--- config.mk ---
export PLATFORM = sky130hd
export DESIGN_NAME = boid_frame_scanner
export DESIGN_NICKNAME = d
export VERILOG_FILES = /design/src/rtl/boid_frame_scanner.sv
export SDC_FILE = /design/constraint.sdc
export NUM_CORES = 1
export LEC_CHECK = 0
export BUFFER_PORTS_ARGS = -buffer_cell sky130_fd_sc_hd__buf_2
export CAP_MARGIN = 0
export CORE_UTILIZATION = 38
export CTS_CLUSTER_DIAMETER = 80
export DETAILED_ROUTE_END_ITERATION = 10
export SYNTH_ARGS = -nofsm -noshare
export SYNTH_HDL_FRONTEND = slang
export SYNTH_SLANG_ARGS = --single-unit
--- constraint.sdc ---
create_clock -name clock_i -period 3.1 [get_ports clock_i]
set_input_delay 0.155 -clock clock_i [delete_from_list [all_inputs] [get_ports clock_i]]
set_output_delay 0.155 -clock clock_i [all_outputs]
set_load 0.01 [all_outputs]
--- src/rtl/boid_frame_scanner.sv ---
// boid_frame_scanner: clears the boid framebuffer, then plots every boid's position.
// Optional feature macro BOID_SCAN_CROSS_EN: plot a 5-pixel cross marker per boid instead of one pixel.
module boid_frame_scanner #(
  parameter int NUM_BOIDS = 128,
  parameter int IDX_W = $clog2(NUM_BOIDS),
  parameter int H_RES = 640,
  parameter int V_RES = 480,
  parameter int X_W = 10,
  parameter int Y_W = 9,
  parameter int ADDR_W = 19
) (
  input  logic              clock_i,
  input  logic              reset_i,
  input  logic              frame_start_i,
  output logic [IDX_W-1:0]  boid_idx_o,
  input  logic [X_W-1:0]    boid_x_i,
  input  logic [Y_W-1:0]    boid_y_i,
  output logic              fb_clear_o,
  output logic              fb_we_o,
  output logic [ADDR_W-1:0] fb_addr_o,
  output logic              busy_o,
  output logic              done_o,
  output logic [7:0]        overrun_count_o
);
  typedef enum logic [2:0] {IDLE, CLEAR, FETCH, WRITE, DONE} state_t;
  state_t state_q;
  logic pending_q, fb_clear_q, fb_we_q, busy_q, done_q;
  logic [IDX_W-1:0] idx_q;
  logic [ADDR_W-1:0] addr_q;
  logic [7:0] ovr_q;
  logic [31:0] wx_d, wy_d;
  logic wv_d;
  logic [ADDR_W-1:0] waddr_d;
`ifdef BOID_SCAN_CROSS_EN
  logic [X_W-1:0] px_q;
  logic [Y_W-1:0] py_q;
  logic [2:0] sub_q, arm_d;
  // Coordinate of the pixel emitted next: centre from the live inputs, arms from the latched centre.
  // An x-1/y-1 arm at 0 wraps to a huge value and fails the bounds test below.
  always_comb begin
    arm_d = (state_q == FETCH) ? 3'd0 : sub_q + 3'd1;
    wx_d = ((state_q == FETCH) ? 32'(boid_x_i) : 32'(px_q)) +
           ((arm_d == 3'd2) ? 32'd1 : (arm_d == 3'd1) ? 32'hFFFF_FFFF : 32'd0);
    wy_d = ((state_q == FETCH) ? 32'(boid_y_i) : 32'(py_q)) +
           ((arm_d == 3'd4) ? 32'd1 : (arm_d == 3'd3) ? 32'hFFFF_FFFF : 32'd0);
  end
`else
  // Single-pixel mode only ever plots the freshly fetched position.
  always_comb begin
    wx_d = 32'(boid_x_i);
    wy_d = 32'(boid_y_i);
  end
`endif
  assign wv_d = (wx_d < 32'(H_RES)) && (wy_d < 32'(V_RES));
  assign waddr_d = ADDR_W'(wy_d * 32'(H_RES) + wx_d);
  // Scan state machine with all outputs registered; one extra request can queue while busy.
  always_ff @(posedge clock_i) begin
    if (reset_i) begin
      state_q <= IDLE;
      pending_q <= 1'b0;
      idx_q <= '0;
      fb_clear_q <= 1'b0;
      fb_we_q <= 1'b0;
      addr_q <= '0;
      busy_q <= 1'b0;
      done_q <= 1'b0;
      ovr_q <= '0;
`ifdef BOID_SCAN_CROSS_EN
      px_q <= '0;
      py_q <= '0;
      sub_q <= '0;
`endif
    end else begin
      fb_clear_q <= 1'b0;
      fb_we_q <= 1'b0;
      done_q <= 1'b0;
      if (frame_start_i && state_q != IDLE) begin
        if (!pending_q) pending_q <= 1'b1;
        else if (ovr_q != 8'hFF) ovr_q <= ovr_q + 8'd1;
      end
      case (state_q)
        IDLE: if (frame_start_i || pending_q) begin
          state_q <= CLEAR;
          fb_clear_q <= 1'b1;
          idx_q <= '0;
          pending_q <= 1'b0;
          busy_q <= 1'b1;
        end
        CLEAR: state_q <= FETCH;
        FETCH: begin
          state_q <= WRITE;
          fb_we_q <= wv_d;
          if (wv_d) addr_q <= waddr_d;
`ifdef BOID_SCAN_CROSS_EN
          px_q <= boid_x_i;
          py_q <= boid_y_i;
          sub_q <= 3'd0;
`endif
        end
        WRITE: begin
`ifdef BOID_SCAN_CROSS_EN
          if (sub_q != 3'd4) begin
            sub_q <= sub_q + 3'd1;
            fb_we_q <= wv_d;
            if (wv_d) addr_q <= waddr_d;
          end else
`endif
          if (idx_q == IDX_W'(NUM_BOIDS - 1)) begin
            state_q <= DONE;
            done_q <= 1'b1;
          end else begin
            idx_q <= idx_q + IDX_W'(1);
            state_q <= FETCH;
          end
        end
        DONE: if (pending_q) begin
          state_q <= CLEAR;
          fb_clear_q <= 1'b1;
          idx_q <= '0;
          pending_q <= 1'b0;
        end else begin
          state_q <= IDLE;
          busy_q <= 1'b0;
        end
        default: state_q <= IDLE;
      endcase
    end
  end
  assign boid_idx_o = idx_q;
  assign fb_clear_o = fb_clear_q;
  assign fb_we_o = fb_we_q;
  assign fb_addr_o = addr_q;
  assign busy_o = busy_q;
  assign done_o = done_q;
  assign overrun_count_o = ovr_q;
endmodule

==> Word level (Yosys, flattened, before mapping) <==
Index checks and enable logic that the tools add are counted.
{ "totals": {"reg_bits": 42, "in_bits": 22, "wordCells": 59, "out_inout_bits": 38} }
{ "classes": {"n_mux": 19, "reduce_logical": 13, "n_eq_ne": 10, "multipliers": 1, "order_cmp": 2, "addsub": 3, "n_bitwise": 2} }
{ "op_table": {"columns": ["operator", "count"], "rows": [
  ["7-bit two-way mux", 3],
  ["7-bit one-hot mux with 3 select lines", 1],
  ["19-bit by 10-bit adder with 19-bit output", 1],
  ["3-bit one-hot mux with 5 select lines", 1],
  ["9-bit by 3-bit multiplier with 12-bit output, second input constant", 1],
  ["10-bit < comparator, second input constant", 1],
  ["9-bit < comparator, second input constant", 1],
  ["1-bit two-way mux", 9],
  ["8-bit by 1-bit adder with 8-bit output, second input constant", 1],
  ["2-bit != test, second input constant", 4],
  ["8-bit != test, second input constant", 1],
  ["7-bit by 1-bit adder with 7-bit output, second input constant", 1],
  ["7-bit equality test, second input constant", 1],
  ["3-bit by 2-bit equality test with 1-bit output, second input constant", 2],
  ["3-bit two-way mux", 2],
  ["1-bit one-hot mux with 2 select lines", 3],
  ["3-bit AND reduction", 2],
  ["3-bit nonzero test", 2],
  ["4-bit AND reduction", 1],
  ["2-bit OR reduction", 2],
  ["3-bit by 1-bit equality test with 1-bit output, second input constant", 1],
  ["3-bit equality test, second input constant", 1],
  ["3-bit logical NOT", 1],
  ["1-bit logical AND", 2],
  ["other kinds (4)", 5]
]} }

==> Logic depth before layout (Yosys ltp) <==
Gate-level depths: netlist of run 1.
{ "logic_depth": {"word_depth": 5, "depth_mapped": 9, "ltp_nobuf": 9} }

==> Worst setup path before layout of run 1 <==
No wires, ideal clock.
{ "synth_path": {"path_kind": "input-to-reg", "start": "input boid_y_i[1]", "end": "register addr_q[17], in the netlist fb_addr_o[17]", "required_time_ps": 2968, "setup_ps": 132, "setup_slack_ps": 761, "n_path_buf": 0, "arrival_ps": 2207, "cell_stages": 9, "path_cell_list": "ha_1 ha_1 fa_1 a211oi_2 o21ai_1 a221o_1 nor3_2 nand2b_1 o211ai_1"} }
{ "synth_via": {"elab_chain_len": 3, "word_cells_on_any_way": 5, "classes_between": "add/sub: 1; mul: 1; order compare: 1; reduce/logical: 2"} }
{ "synth_lines": {"columns": ["item", "line", "rtl"], "rows": [
  ["from (decl)", "17", "input logic [Y_W-1:0] boid_y_i,"],
  ["branches (longest 3 deep; another with 19-bit by 10-bit adder with 19-bit output)", null, null],
  ["to (signal assigned)", "93", "if (wv_d) addr_q <= waddr_d;"],
  ["to (decl)", "29", "logic [ADDR_W-1:0] addr_q;"]
]} }
Parallel ways; which one is timed is not known.
A chain may end at the register's enable or synchronous reset.

==> Worst setup path in the final report of run 1 <==
Same ends and word-level chain as after synthesis.

==> reports/metrics.yaml, run 1 <==
synth_ff_type: "dfxtp_1"
final.setup.tns_ns: 0
drive_above_1_share_pct: 28.7
slew_viol_final: 0
powerDensity_mw_per_mm2: 438
crit_family: "adder cells"
drtIter0Drc: 93
die_h_um: 81.2
num_vias: 2011
cp-start-kind: "primary input"
use_met2_pct: 24.5
hp-class: "in -> reg"
synth_edf_count: 0
hpwl_um: 3710
crit_required_ns: 3.27
synth_top_cells_by_area: "dfxtp_1 (35%), ha_1 (10%), nor2_1 (4.6%)"
worst-path-buf-inv: 1
postCtsSetupRepairBufs: 0
power.internal_w: 0.000863
critical_path.max_fanout: 3
antenna_left: 0
sw_frac_of_total_pct: 29.3
syn-num-nets: 301
portBuffers: 59
cpPeakStageDelay_ns: 0.43
crit_chain: "buf_2, ha_1, ha_1, fa_1, a211oi_2, o21ai_1, a221o_1, nor3_2, nand2b_1, o211ai_1"
status: "complete, no violations"
synthDistinctLibCells: 58
fillCellCount: 594
crit_top_cell: "ha_1"
ff_latch_area_um2: 841
finalHoldViolations: 0
cp-end-kind: "flip-flop"
syn_avg_cell_area_um2: 9.24
rows: 28
synth_area_mm2: 0.00238
clk_path_buf_depth: 2
synth-async-reset-ratio_pct: 0
antennaDiodeCount: 0
place_ws_ns: 0.482
drc: 0
dr.pass1.iters: 4
worstMarginPinSlew_ns: 0.846
cts_max_level: 2
maxClockFrequency_mhz: 432
grt_max_degree: 38
numCtsBuffers: 5
routabilityCongestion: 0.746
pwr-share-comb_pct: 24.4
clkSinkCount: 42
multi_input_area_mm2: 0.00146
grt_use_total_pct: 15.2
vias_per_cell: 5.17
antenna_found_initial: 0
grt_pass1_vias: 1722
core_mm2: 0.00599
ys_ff_latch: 42
grtUsageMet3_pct: 3.03
p_seq_share_pct: 47.6
synth_top_area_share_pct: 35.3
p_switching_w: 0.000358
synth_top_area_cell: "dfxtp_1"
initial_core_util_pct: 39.8
fin_util_pct: 46.6
busiest_layer: "met2"
clk_pin_slew_ns: 0.07
post-route-period-util_pct: 74.6
vdd_drop_max_mv: 0.207
slew_headroom_pct: 43.6
hold_buffers: 0
ys_warn_count: 0
slowest_stage: "fa_1"
clock_skew_ns: 0.00871
cts_tree: "built"
grt_pass1_wl_um: 7740
wl_per_cell_um: 12.4
grt_util_met1_pct: 20.0
rsz0062_at_grt: "false"
ys_seq_area_share_pct: 35.3
finalWirelength_um: 4840
pin_count: 60
grt-ovfl-total: 0
die_w_um: 81.2
crit_type: "in -> reg"
final-setup-viol-count: 0
die_area_mm2: 0.00659
syn_inst: 258
crit_arrival_ns: 2.48
syn2layout_area_growth_pct: 17.0
cts_resized: 0
nNetsFinal: 358
yosysMostFrequentCell: "dfxtp_1"
max_cap_viol_count: 0
clkLatencyLatePin_ns: 0.29
synth_common_cells: "dfxtp_1 (42), nor2_1 (29), nand2_1 (28)"
cts-root-buf: "clkbuf_8"
worst_slack_ns: 0.787
clockPowerShare_pct: 28.0
power.leakage_nw: 1.20
min_period_ns: 2.31
metrics by stage:
stage | cells | cell area, um^2 | total power [W] | hold WS [ns]
final | 389 | 2790 | 0.00122 | 0.105
after CTS | 389 | 2790 | 0.00124 | 0.0915
after floorplan | 258 | 2380 | 0.000820 | 0.291
after global routing | 389 | 2790 | 0.00130 | 0.0987
after detailed placement | 383 | 2710 | 0.000894 | 0.401
after global placement | 383 | 2710 | 0.000891 | 0.398
final cells by class:
type                            count  area share [%]
Timing Repair Buffer               59            10.6
Inverter                            5           0.673
Clock buffer                        6            2.96
Sequential cell                    42            30.1
Tap cell                           75            3.36
Multi-Input combinational cell    202            52.3
flip-flops by register name (all words and copies together) (netlist names):
| name | cells |
|---|---|
| fb_addr_o | 19 |
| overrun_count_o | 8 |
| boid_idx_o | 7 |
| state_q | 3 |
| busy_o | 1 |
| done_o | 1 |
| fb_clear_o | 1 |
| fb_we_o | 1 |
| pending_q | 1 |
per-layer routing:
layer,routed length (um),share of wire [%]
met4,68,1.4
met1,2340,48
met5,0,0
met2,2260,47
met3,167,3.5
kinds of logic after synthesis:
group           Yosys count  share of synthesized area (%)
buf+inv                  14                           3.57
flops                    42                           35.3
mux                       2                          0.840
xor+xnor                 20                           7.66
simple gates             98                           21.9
compound gates           61                           19.1
fa+ha+maj                21                           11.7
power groups by stage:
| stage | Sequential (W) | Clock [W] | Combinational (W) |
|---|---|---|---|
| 5_1_grt | 0.000585 | 0.000378 | 0.000333 |
| 4_1_cts | 0.000581 | 0.000358 | 0.000302 |
| 3_5_place_dp | 0.000594 | 0 | 0.000300 |
| 3_3_place_gp | 0.000593 | 0 | 0.000298 |
| 6_report | 0.000581 | 0.000341 | 0.000298 |
| 2_1_floorplan | 0.000601 | 0 | 0.000219 |
final timing paths:
| check | from | to | slack, ns | cells after the start |
|---|---|---|---|---|
| worst max-delay path | boid_y_i[1] | fb_addr_o[17]$_SDFFE_PP0P_ | 0.79 | 10 |
| worst min-delay path | boid_x_i[5] | fb_addr_o[5]$_SDFFE_PP0P_ | 0.11 | 3 |
| worst max register to register | state_q[2]$_SDFFE_PP0P_ | fb_addr_o[17]$_SDFFE_PP0P_ | 1.19 | 4 |
| worst min register to register | fb_addr_o[7]$_SDFFE_PP0P_ | fb_addr_o[7]$_SDFFE_PP0P_ | 0.45 | 2 |
worst reg2reg max path, stage by stage, from the launching register on:
cell and delay [ns]:
dfxtp_1 0.42, nor3b_2 0.27, nand3_1 0.50, o41a_1 0.57, o211ai_1 0.08
placed cells by master (no fill, tap or decap), types with 2 or more instances in the layout:
cell,Yosys,layout
a211oi_1,7,7
a211oi_2,3,3
a21oi_1,17,17
and3_1,4,4
buf_2,1,59
clkbuf_8,2,6
dfxtp_1,42,42
fa_1,2,2
ha_1,19,19
inv_1,5,5
mux2i_1,2,2
nand2_1,28,28
nand2b_1,4,4
nand3_1,4,4
nand3_2,3,3
nand4_1,4,4
nor2_1,29,29
nor2b_1,2,2
nor3_1,2,2
nor3_2,2,2
nor3b_2,2,2
nor4_1,3,3
o2111ai_1,4,4
o211ai_1,2,2
o21ai_0,8,8
o21bai_1,3,3
or2_2,2,2
or3_1,2,2
xnor2_1,7,7
xor2_1,12,12
No activity file was read; power rests on OpenSTA's default activity.
==> run 2, diff against run 1 <==
- ABC_AREA: default -> 1
- clock period: 3.1 -> 2 ns (I/O delays scaled with it)
==> reports/metrics.yaml, run 2 <==
initial_core_util_pct: 40.2
drive_above_1_share_pct: 24.1
crit_required_ns: 2.20
clock_skew_ns: 0.00343
finalNonFillerCells: 473
synth_top_cells_by_area: "dfxtp_1 (35%), ha_1 (9.8%), nand2_1 (8.2%)"
vias_per_cell: 4.82
synth_area_mm2: 0.00242
ff_latch_area_um2: 841
busiest_layer: "met2"
multi_input_area_mm2: 0.00138
critical_path.endpoint: "fb_addr_o[16]$_SDFFE_PP0P_"
ys_seq_area_share_pct: 34.7
maxClockFrequency_mhz: 555
antenna_left: 0
routabilityCongestion: 0.806
grt_pass1_wl_um: 8540
crit_type: "in -> reg"
synth_ff_type: "dfxtp_1"
ys_warn_count: 0
portBuffers: 59
max_cap_viol_count: 0
vdd_drop_max_mv: 0.496
worst_r2r_path_depth: 9
fin_hold_ws_ns: 0.0317
cts_resized: 0
syn2layout_area_growth_pct: 21.9
worst-path-buf-inv: 3
syn_inst: 330
crit_chain: "buf_2, ha_1, ha_1, fa_2, nand3_1, inv_1, nand3_1, nor2_1, nand2_1, nand2_1, nand3_1, nand2_1, inv_1"
numCtsBuffers: 5
slew_headroom_pct: 71.3
finalHoldViolations: 0
finalWirelength_um: 5110
worstMarginPinSlew_ns: 0.425
syn_avg_cell_area_um2: 7.34
layout_commonest_cell: "buf_2"
die_w_um: 81.8
num_vias: 2280
wl_per_cell_um: 10.8
synth_top_area_share_pct: 34.7
synthDistinctLibCells: 34
synth_common_cells: "nand2_1 (53), inv_1 (45), dfxtp_1 (42)"
drtIter0Drc: 73
cts_tree: "built"
min_period_ns: 1.80
cts-root-buf: "clkbuf_8"
yosysMostFrequentCell: "nand2_1"
pin_count: 60
cpPeakStageDelay_ns: 0.54
grt_util_met1_pct: 21.5
hp-class: "in -> reg"
final_cell_mix: "buf_2 (59), nand2_1 (53), inv_1 (45)"
cp-startpoint: "boid_y_i[1]"
rr_endpoint: "boid_idx_o[4]$_SDFFE_PP0P_"
cts_max_level: 2
antennaDiodeCount: 0
grt_max_degree: 25
synthAdderAreaFrac_pct: 11.5
drc: 0
clkLatencyLatePin_ns: 0.29
largest_register_ffs: 19
place_inst: 465
final-setup-viol-count: 0
powerDensity_mw_per_mm2: 728
cp-end-kind: "flip-flop"
synth-async-reset-ratio_pct: 0
synth_simple_gate_area_share_pct: 27.8
power_w: 0.00215
cp-start-kind: "primary input"
grtUsageMet3_pct: 3.67
postCtsSetupRepairBufs: 0
slew_viol_final: 0
rows: 28
die_h_um: 81.8
ys_ff_latch: 42
synth_compound_area_share_pct: 14.8
hpwl_um: 4010
syn-num-nets: 373
final_area_mm2: 0.00295
use_met2_pct: 26.5
synth_top_family_by_area: "simple AND/OR/NAND/NOR gates"
power.leakage_nw: 1.52
status: "complete, no violations"
worst_slack_ns: 0.198
path_depth: 13
synth_top_area_cell: "dfxtp_1"
dr.pass1.iters: 4
clkSinkCount: 42
grt_pass1_vias: 2035
hold_buffers: 0
dpl_cell_area_mm2: 0.00284
nNetsFinal: 440
core_mm2: 0.00603
synth_edf_count: 0
clk_pin_slew_ns: 0.08
crit_arrival_ns: 2.00
die_area_mm2: 0.00670
grt_use_total_pct: 16.4
critical_path.max_fanout: 3
r2r-start: "boid_idx_o[0]$_SDFFE_PP0P_"
crit_family: "adder cells"
antenna_found_initial: 0
fillCellCount: 657
grt-ovfl-total: 0
r2r_setup_slack_ns: 0.41
synthMuxAreaShare_pct: 0
clk_path_buf_depth: 2
post-route-period-util_pct: 90.1
place_ws_ns: -0.125
slowest_stage: "fa_2"
synth_xor_area_share_pct: 2.53
-- run 2: changes by cell type after synthesis, moves of 5 or more --
cell	before	now
o21ai_0	8	27
nand2_1	28	53
nor2_1	29	34
inv_1	5	45
nand3_1	4	27
xnor2_1	7	2
a211oi_1	7	0
xor2_1	12	5
a21oi_1	17	24
-- run 2: per-stage QoR --
stage,setup TNS [ns],utilization [%]
2_1_floorplan,0,-
3_3_place_gp,-0.210,47.1
3_5_place_dp,-0.383,47.1
4_1_cts,0,48.9
5_1_grt,-0.00732,49.0
6_report,0,49.0
-- run 2: area by class of cell --
type	instances	area share [%]
sequential	42	28.5
clock buffer	8	3.73
tap	75	3.18
inverter	49	6.23
timing repair buffer	66	11.8
multi-input combinational	233	46.6
-- run 2: report_power, final --
part           switching [W]  internal, W  leakage [nW]
clock               0.000279     0.000349        0.0575
sequential         0.0000443     0.000901         0.342
combinational       0.000350     0.000227          1.12
total               0.000674      0.00148          1.52
-- run 2: worst min-delay path by stage --
stage	startpoint	endpoint	slack, ns	cells past startpoint
after floorplan	boid_x_i[3]	fb_addr_o[3]$_SDFFE_PP0P_	0.23	2
after global placement	boid_x_i[4]	fb_addr_o[4]$_SDFFE_PP0P_	0.32	3
after detailed placement	boid_x_i[2]	fb_addr_o[2]$_SDFFE_PP0P_	0.34	3
after CTS	boid_x_i[4]	fb_addr_o[4]$_SDFFE_PP0P_	0.02	3
after global routing	boid_x_i[5]	fb_addr_o[5]$_SDFFE_PP0P_	0.03	3
final	boid_x_i[4]	fb_addr_o[4]$_SDFFE_PP0P_	0.03	3
-- run 2: kinds of logic (layout without fill, tap and decap cells) --
| kind of cell | Yosys count | in the layout |
|---|---|---|
| simple gates | 141 | 141 |
| compound gates | 64 | 64 |
| buf+inv | 55 | 123 |
| flops | 42 | 42 |
| fa+ha+maj | 21 | 21 |
| xor+xnor | 7 | 7 |
-- run 2: worst min-delay path, cell delays in order --
cell and delay [ns]:
buf_2 0.07, nor2_1 0.03, nor2_1 0.08
-- run 2: routing by layer --
metal | up-vias | part of all wire (%) | wire length (um)
met5 | - | 0 | 0
met4 | 0 | 0.84 | 43
met2 | 48 | 44 | 2260
met3 | 4 | 4.9 | 248
met1 | 1012 | 50 | 2560
li1 | 1216 | - | -
